## config.mk

```make
export PLATFORM = sky130hd
export DESIGN_NAME = bfloat16_accumulator_flat
export DESIGN_NICKNAME = d
export VERILOG_FILES = /design/src/rtl/bfloat16_accumulator_if.sv /design/src/rtl/bfloat16_accumulator.sv /design/src/flat_wrapper.sv
export SDC_FILE = /design/constraint.sdc
export NUM_CORES = 1
export LEC_CHECK = 0
export CORE_AREA = 2 2 123 125
export CTS_CLUSTER_SIZE = 28
export DETAILED_ROUTE_END_ITERATION = 10
export DIE_AREA = 0 0 125 127
export GPL_ROUTABILITY_DRIVEN = 0
export PLACE_DENSITY = 0.71
export SETUP_SLACK_MARGIN = 0.3
export SLEW_MARGIN = 0
export SYNTH_ARGS = -nofsm -noshare
export SYNTH_HDL_FRONTEND = slang
export SYNTH_SLANG_ARGS = --single-unit
```

## constraint.sdc

```tcl
create_clock -name clock -period 6.2 [get_ports clock]
set_input_delay 0.62 -clock clock [delete_from_list [all_inputs] [get_ports clock]]
set_output_delay 0.62 -clock clock [all_outputs]
set_load 0.02 [all_outputs]
```

## src/rtl/bfloat16_accumulator_if.sv

```systemverilog
// Term/result bus between the bfloat16 product source and bfloat16_accumulator.
// master = upstream producer / result consumer side, slave = accumulator side.
interface bfloat16_accumulator_if #(
    parameter int CNT_W = 8
);
    logic             in_valid;
    logic [15:0]      in_data;
    logic             in_ready;
    logic             clear;
    logic [15:0]      sum;
    logic             sum_valid;
    logic [CNT_W-1:0] term_count;

    modport master (
        output in_valid, in_data, clear,
        input  in_ready, sum, sum_valid, term_count
    );

    modport slave (
        input  in_valid, in_data, clear,
        output in_ready, sum, sum_valid, term_count
    );
endinterface

```

## src/rtl/bfloat16_accumulator.sv

```systemverilog
// Sums LEN bfloat16 terms through an IDLE/ALIGN/ADD/NORM loop, one term per 4 cycles.
// Define BF16_ACC_SAT_EN to saturate exponent overflow instead of producing infinity.
module bfloat16_accumulator #(
    parameter int LEN   = 4,
    parameter int CNT_W = 8
) (
    input  logic                     clock,
    input  logic                     nreset,
    bfloat16_accumulator_if.slave    bus
);
`ifdef BF16_ACC_SAT_EN
    localparam logic [14:0] OVF_MAG = 15'h7F7F;
`else
    localparam logic [14:0] OVF_MAG = 15'h7F80;
`endif

    typedef enum logic [1:0] {IDLE, ALIGN, ADD, NORM} state_t;

    state_t           state;
    logic [15:0]      acc, term, sum_q;
    logic [CNT_W-1:0] count;
    logic             sum_valid_q;

    // Pipeline registers between the phases of one term.
    logic             spec_q, big_sign_q, small_sign_q, res_sign_q;
    logic [15:0]      spec_val_q;
    logic [7:0]       big_exp_q;
    logic [10:0]      big_man_q, small_man_q;
    logic [11:0]      res_man_q;

    logic [7:0]       a_exp, t_exp, diff, big_exp;
    logic [10:0]      a_man, t_man, big_man, small_man, aligned;
    logic             a_special, t_special, a_nan, t_nan, big_sign, small_sign;
    logic             is_special;
    logic [15:0]      special_val;

    // NOTE: every always_comb output gets a value on every path, so no latches are inferred.
    always_comb begin
        a_exp     = acc[14:7];
        t_exp     = term[14:7];
        a_man     = (a_exp == 8'd0) ? 11'd0 : {1'b1, acc[6:0], 3'b000};
        t_man     = (t_exp == 8'd0) ? 11'd0 : {1'b1, term[6:0], 3'b000};
        a_special = (a_exp == 8'hFF);
        t_special = (t_exp == 8'hFF);
        a_nan     = a_special && (acc[6:0] != 7'd0);
        t_nan     = t_special && (term[6:0] != 7'd0);
        if (a_exp >= t_exp) begin
            big_sign = acc[15];  big_exp = a_exp; big_man = a_man;
            small_sign = term[15]; small_man = t_man; diff = a_exp - t_exp;
        end else begin
            big_sign = term[15]; big_exp = t_exp; big_man = t_man;
            small_sign = acc[15]; small_man = a_man; diff = t_exp - a_exp;
        end
        aligned    = (diff >= 8'd11) ? 11'd0 : small_man >> diff;
        is_special = a_special | t_special;
        if (a_nan || t_nan || (a_special && t_special && (acc[15] != term[15])))
            special_val = 16'h7FC0;
        else if (a_special)
            special_val = acc;
        else
            special_val = term;
    end

    logic [11:0] res_man;
    logic        res_sign;

    always_comb begin
        if (big_sign_q == small_sign_q) begin
            res_man  = {1'b0, big_man_q} + {1'b0, small_man_q};
            res_sign = big_sign_q;
        end else if (big_man_q >= small_man_q) begin
            res_man  = {1'b0, big_man_q - small_man_q};
            res_sign = big_sign_q;
        end else begin
            res_man  = {1'b0, small_man_q - big_man_q};
            res_sign = small_sign_q;
        end
    end

    logic [3:0]        lz;
    logic [10:0]       norm_man;
    logic [6:0]        norm_frac;
    logic signed [9:0] norm_exp;
    logic [15:0]       result;

    always_comb begin
        lz = 4'd0;
        for (int i = 0; i <= 10; i++)
            if (res_man_q[i]) lz = 4'(10 - i);
        if (res_man_q[11]) begin
            norm_man = res_man_q[11:1];
            norm_exp = $signed({2'b00, big_exp_q}) + 10'sd1;
        end else begin
            norm_man = res_man_q[10:0] << lz;
            norm_exp = $signed({2'b00, big_exp_q}) - $signed({6'd0, lz});
        end
        // Guard bits are simply dropped: round toward zero.
        norm_frac = 7'(norm_man >> 3);
        if (spec_q)
            result = spec_val_q;
        else if (res_man_q == 12'd0)
            result = 16'h0000;
        else if (norm_exp <= 10'sd0)
            result = {res_sign_q, 15'd0};
        else if (norm_exp >= 10'sd255)
            result = {res_sign_q, OVF_MAG};
        else
            result = {res_sign_q, norm_exp[7:0], norm_frac};
    end

    // NOTE: datapath staging registers carry no reset; the FSM never reads them before loading.
    always_ff @(posedge clock) begin
        case (state)
            IDLE:  if (bus.in_valid) term <= bus.in_data;
            ALIGN: begin
                spec_q       <= is_special;
                spec_val_q   <= special_val;
                big_sign_q   <= big_sign;
                big_exp_q    <= big_exp;
                big_man_q    <= big_man;
                small_sign_q <= small_sign;
                small_man_q  <= aligned;
            end
            ADD: begin
                res_man_q  <= res_man;
                res_sign_q <= res_sign;
            end
            default: ;
        endcase
    end

    always_ff @(posedge clock or negedge nreset) begin
        if (!nreset) begin
            state       <= IDLE;
            acc         <= 16'h0000;
            count       <= '0;
            sum_q       <= 16'h0000;
            sum_valid_q <= 1'b0;
        end else if (bus.clear) begin
            state       <= IDLE;
            acc         <= 16'h0000;
            count       <= '0;
            sum_valid_q <= 1'b0;
        end else begin
            sum_valid_q <= 1'b0;
            case (state)
                IDLE: if (bus.in_valid) begin
                    count <= count + CNT_W'(1);
                    state <= ALIGN;
                end
                ALIGN: state <= ADD;
                ADD:   state <= NORM;
                NORM: begin
                    if (count == CNT_W'(LEN)) begin
                        sum_q       <= result;
                        sum_valid_q <= 1'b1;
                        acc         <= 16'h0000;
                        count       <= '0;
                    end else begin
                        acc <= result;
                    end
                    state <= IDLE;
                end
                default: state <= IDLE;
            endcase
        end
    end

    assign bus.in_ready   = (state == IDLE);
    assign bus.sum        = sum_q;
    assign bus.sum_valid  = sum_valid_q;
    assign bus.term_count = count;
endmodule

```

## src/flat_wrapper.sv

```systemverilog
// flat-port wrapper written by rule: the top's interface ports become plain ports
module bfloat16_accumulator_flat 
#(
    parameter int LEN   = 4,
    parameter int CNT_W = 8
)
  (clock, nreset, bus_in_valid, bus_in_data, bus_clear, bus_in_ready, bus_sum, bus_sum_valid, bus_term_count);
  bfloat16_accumulator_if #(.CNT_W(CNT_W)) bus_i ();
  input  logic clock;
  input  logic nreset;
  input wire logic [$bits(bus_i.in_valid)-1:0] bus_in_valid;
  input wire logic [$bits(bus_i.in_data)-1:0] bus_in_data;
  input wire logic [$bits(bus_i.clear)-1:0] bus_clear;
  output wire logic [$bits(bus_i.in_ready)-1:0] bus_in_ready;
  output wire logic [$bits(bus_i.sum)-1:0] bus_sum;
  output wire logic [$bits(bus_i.sum_valid)-1:0] bus_sum_valid;
  output wire logic [$bits(bus_i.term_count)-1:0] bus_term_count;
  assign bus_i.in_valid = bus_in_valid;
  assign bus_i.in_data = bus_in_data;
  assign bus_i.clear = bus_clear;
  assign bus_in_ready = bus_i.in_ready;
  assign bus_sum = bus_i.sum;
  assign bus_sum_valid = bus_i.sum_valid;
  assign bus_term_count = bus_i.term_count;
  bfloat16_accumulator #(.LEN(LEN), .CNT_W(CNT_W)) u_core (.clock(clock), .nreset(nreset), .bus(bus_i));
endmodule
```

==> metrics.txt, run 1 <==
Post-Syn Instances=808; Ant. Diodes=0; Root Buffer=clkbuf_16; Final Max Tran Viols=0; Clock transition at path regs=0.06 ns; IO Count=46; largest area contributor in the netlist=edfxtp_1; EDFF count, synth=75; Pwr Density=440 mW/mm2; Placement Rows=44; post-synth net total=between 800 and 900; # hold bufs at CTS=0; CP arrival=about 4.8 ns; count leader, synth=edfxtp_1; DP HPWL=14700 um; Seq/Total Area, Yosys=between 40 and 50%; Max Cap Viol=0; largest family of logic cells by synthesized area=compound AO/OA/AOI/OAI gates; GRT Total Usage=25.3%; TritonRoute pass-1 iters=8; total wire length=19900 um; Final Power=3980 uW; vias in the first global route=6217; Post-Syn Area=0.00789 mm2; CTS Buf Count=17; global-route wire length before repair=31900 um; area delta synth->final=14.4%; Die ar.=0.0159 mm2; # nets final=919; total core area=0.0144 mm2; Starting Density=54.7%; largest net degree at the start of global routing=47; M1 WL=8560 um; peak supply drop=0.000181 V; Critical Path Start Type=register; post-synthesis mux area share=8.14%; FF-to-FF Start=u_core.res_man_q[2]; Final Hold Fails=0; CP Launch Point=u_core.res_man_q[2]; yosys warns=0; Post-synth top cells=edfxtp_1 (75), nand2_1 (74), nor2_1 (73); dpl ws=1.84 ns; Tmin final=4.46 ns; Via density=slightly above 6; Setup violations, final=0; period utilization=72.0%; Cell Area, Placed=0.00847 mm2; simple-gate area share of the yosys netlist=15.3%; Detail Route Antenna Nets=0; Die Span X=125 um; Hold WC Path Type=primary input to asynchronous set/reset pin; CP required=6.50 ns; FF+latch count, synth=118; Area contributors post-synth=edfxtp_1 (29%), dfrtp_1 (14%), ha_1 (7.8%); ys flop type=edfxtp_1; Avg WL per Cell=19.1 um; overflow left after global routing=0; Max FO, Critical Path=9; IO Port Bufs=45; Final Cell Area=0.00903 mm2; Netlist cell types=76; slack of the critical path=1.74 ns; met3 wire len=1520 um; RSZ-0062 raised after global routing=no; xor/xnor cell area share of the yosys netlist=3.31%; final clock skew=0.00967 ns; Die Y=127 um; Worst-Skew Late Latency=0.43 ns; max layer used=met4; Starting DRT DRC Count=782; via count=about 6500; share of cells above drive strength 1=8.39%; Synth Area in Compound Gates=17.5%; ys async rst share=36.4%; met2 wire length=just over 9000 um; CTS resizes=0; Synth top area share=28.5%; reg2reg path depth=14; TritonCTS clock tree=built; Setup crit end kind=register; max frequency=0.224 GHz; buffer levels on the longest clock path=2; clock sink total=approximately 120; DRC=0; post-synthesis adder-cell area fraction=9.04%; post-CTS setup buffers=0; H-tree depth=4; final setup TNS=0 ns; P_leak=0.00355 uW; Setup CP Type=register to register; status=completed; Avg Cell Area, Syn=9.76 um2; relative slew slack=20.2%; Worst-Margin Slew=1.19 ns; initial antenna violation count=0
-- metrics by stage --
stage	utilization [%]	hold WS (ns)	std cells
3_3_place_gp	58.7	0.473	1010
3_5_place_dp	58.7	0.495	1010
4_1_cts	62.6	0.370	1042
5_1_grt	62.6	0.432	1042
6_report	62.6	0.354	1042
2_1_floorplan	-	0.324	808
-- logic make-up (layout without fill, tap and decap cells) --
family          Yosys count  after routing
compound gates          205            205
xor+xnor                 29             29
fa+ha+maj                54             54
buf+inv                  93            143
flops                   118            118
mux                      60             60
simple gates            249            249
-- critical path: stages (launching register included) --
cell and delay [ns]:
edfxtp_1 0.45, nor3b_1 0.26, o31ai_1 0.11, a211oi_2 0.66, inv_2 0.20, ha_1 0.32, nor2b_1 0.13, o21a_1 0.17
o21ai_0 0.28, a21boi_0 0.19, xnor2_1 0.20, o311ai_0 0.63, buf_4 0.28, o21ai_0 0.15, mux2_2 0.30
-- flip-flops by register name (all words and copies together), names as in the netlist --
signal	flops
u_core.term	16
u_core.big_exp_q	8
u_core.res_man_q	12
u_core.acc	16
u_core.bus.term_count	8
u_core.state	2
u_core.big_man_q	8
u_core.small_sign_q	1
u_core.spec_val_q	16
u_core.spec_q	1
u_core.res_sign_q	1
u_core.bus.sum_valid	1
u_core.bus.sum	16
u_core.big_sign_q	1
u_core.small_man_q	11
-- layout by cell type, fill, tap and decap left out, drive strengths merged, types with 8 or more instances in the layout --
master          n
nor2           73
edfxtp         75
xnor2          15
and3            8
or3             8
ha             49
nand4           8
o21ai          55
a21oi          41
a21o            9
a22o            8
inv            64
nor4            9
a211oi          9
nand3          14
nor3           10
a31oi          10
nor2b          12
clkdlybuf4s50  44
nand2          74
xor2           14
mux2i          42
mux2           17
dfrtp          43
clkbuf         17
-- layer usage --
metal,up-vias,track usage [%]
met5,-,0
met3,34,6.07
met2,305,40.9
met1,3123,34.0
met4,0,8.30
li1,3013,-
-- power breakdown --
group | total [uW] | internal, uW | switching [uW]
registers | 1370 | 1130 | 241
logic | 1690 | 654 | 1030
clock network | 920 | 549 | 371
-- final cells by class --
cell class / instances / area [um2]
Clock inverter: 15 / 131
Sequential cell: 118 / 3330
Fill cell: 1139 / 5400
Timing Repair Buffer: 48 / 468
Multi-Input combinational cell: 597 / 4210
Clock buffer: 17 / 425
Inverter: 63 / 236
Tap cell: 184 / 230
-- path summary, 6_finish.rpt --
kind	to	slack (ns)
hold / removal	u_core.bus.term_count[7]	0.35
setup / recovery	u_core.bus.sum[12]	1.74
max in group asynchronous	u_core.bus.sum[12]	5.25
setup reg to reg	u_core.bus.sum[12]	1.74
hold reg to reg	u_core.bus.sum[15]	0.49
min in group clock	u_core.bus.sum[15]	0.49
(Power assumes the default switching activity.)
==> inputs of run 2 (changes only) <==
- clock period: 6.2 -> 4.5 ns (I/O delays scaled with it)
==> run 2 against run 1 <==
Flip-flop and latch count unchanged. Die area did not move. Cell count is 0.19% higher. Sequential power up 37%. Critical path type unchanged. Largest power group unchanged. Fmax rose by 13%. Via count down 1.1%.
==> metrics.txt, run 2 (same netlist as run 1, synthesis figures left out) <==
CTS Buf Count=17 (unchanged); period utilization=87.6% (+16 points); area delta synth->final=15.3%; Setup crit end kind=register; Final Hold Fails=0 (unchanged); IO Port Bufs=45 (unchanged); CP arrival=4.27 ns (-0.50 ns); Critical Path Start Type=register; Die ar.=0.0159 mm2 (unchanged); largest net degree at the start of global routing=47 (unchanged); Ant. Diodes=0 (unchanged); Worst-Skew Late Latency=0.42 ns (about the same); Die Span X=125 um (unchanged); IO Count=46 (unchanged); Setup CP Type=register to register; total wire length=19600 um (-1.3%); reg2reg setup slack=0.56 ns (-1.18 ns); GRT Total Usage=25.6% (+0.24 points); Hold WC Path Type=primary input to asynchronous set/reset pin; post-CTS setup buffers=0 (unchanged); TritonRoute pass-1 iters=5 (-3); fin cells=1044 (+0.19%); max frequency=0.254 GHz (+13%); Inst Count DP=1012 (+0.20%); Placement Rows=44 (unchanged); Final Max Tran Viols=0 (unchanged); Die Y=127 um (unchanged); Via density=6.14 (-1.3%); reg2reg path depth=14 (unchanged); Setup violations, final=0 (unchanged); global-route wire length before repair=32300 um (+1.4%); TritonCTS clock tree=built; Root Buffer=clkbuf_16; relative slew slack=12.2% (-8.0 points); share of cells above drive strength 1=8.72% (+0.33 points); reg2reg end=u_core.acc[0]; Clock transition at path regs=0.06 ns (about the same); initial antenna violation count=0 (unchanged); status=completed; P_leak=0.00360 uW (+1.5%); final setup TNS=0 ns (unchanged); clock sink total=118 (unchanged); Worst-Margin Slew=1.31 ns (+0.120 ns); H-tree depth=4 (unchanged); CTS resizes=0 (unchanged); Hold WS=0.180 ns (-0.174 ns); FF-to-FF Start=u_core.res_man_q[1]; Detail Route Antenna Nets=0 (unchanged); CP required=4.83 ns (-1.67 ns); Max FO, Critical Path=11 (+2); DP HPWL=14600 um (-1.1%); peak supply drop=0.000365 V (+100%); DRC=0 (unchanged); most frequent cells in the layout=edfxtp_1 (75), nand2_1 (74), nor2_1 (73); buffer levels on the longest clock path=2 (unchanged); Starting Density=54.7% (unchanged); commonest non-fill, non-tap cell in the layout=edfxtp_1; Pwr Density=615 mW/mm2 (+40%); final clock skew=0.0128 ns (+0.00316 ns); total core area=0.0144 mm2 (unchanged); vias in the first global route=6297 (+1.3%); Max Cap Viol=0 (unchanged); overflow left after global routing=0 (unchanged); Avg WL per Cell=18.8 um (-1.5%); # nets final=921 (+0.22%); via count=6406 (-1.1%); # hold bufs at CTS=0 (unchanged); Starting DRT DRC Count=790 (+1.0%); Tmin final=3.94 ns (-0.520 ns); RSZ-0062 raised after global routing=no
-- run 2: per-layer routing --
layer / GRT usage (%) / share of wire (%) / up-vias
li1: - / - / 3028
met1: 34.0 / 44 / 3058
met2: 41.6 / 47 / 282
met3: 6.37 / 7.1 / 38
met4: 8.10 / 2.1 / 0
met5: 0 / 0 / -
-- run 2: layout make-up --
| type | count | area (um2) |
|---|---|---|
| flip-flops and latches | 118 | 3330 |
| inverters | 63 | 236 |
| clock buffers | 22 | 474 |
| clock inverters | 10 | 126 |
| well taps | 184 | 230 |
| repair buffers | 50 | 483 |
| fillers | 1130 | 5330 |
| multi-input cells | 597 | 4220 |
-- run 2: worst max path at each step --
stage | slack (ns) | startpoint | end | cells after the start
after floorplan | 0.72 | u_core.res_man_q[1] | u_core.bus.sum[14] | 16
after global placement | 0.67 | u_core.res_man_q[1] | u_core.bus.sum[12] | 15
after detailed placement | 0.45 | u_core.res_man_q[1] | u_core.bus.sum[10] | 15
after CTS | 0.42 | u_core.res_man_q[1] | u_core.bus.sum[10] | 15
after global routing | 0.31 | u_core.res_man_q[10] | u_core.acc[2] | 12
final | 0.56 | u_core.res_man_q[1] | u_core.acc[0] | 14
-- run 2: metrics by stage --
step           instance area, um2  total power (uW)  setup WS [ns]  util, %
6_report                     9100              5590          0.558     63.1
5_1_grt                      9100              5950          0.307     63.1
4_1_cts                      9090              5560          0.420     63.0
3_5_place_dp                 8490              4160          0.452     58.8
3_3_place_gp                 8490              4060          0.668     58.8
2_1_floorplan                7890              3500          0.722        -
-- run 2: where the power goes --
part           total, uW  switching, uW  internal, uW
logic               2330           1410           919
clock network       1380            477           906
registers           1880            327          1550
-- run 2: worst max-delay path, cell delays in order (launching register included) --
cell and delay, ns:
edfxtp_1 0.45, nor2b_1 0.17, o21bai_1 0.14, a21oi_1 0.08, o31a_2 0.41, ha_1 0.25, fa_1 0.42, nor2b_1 0.12
o21ai_0 0.15, a31oi_1 0.27, xor2_1 0.27, nor4_1 0.10, a31oi_1 0.28, or3b_2 0.55, o21ai_0 0.19
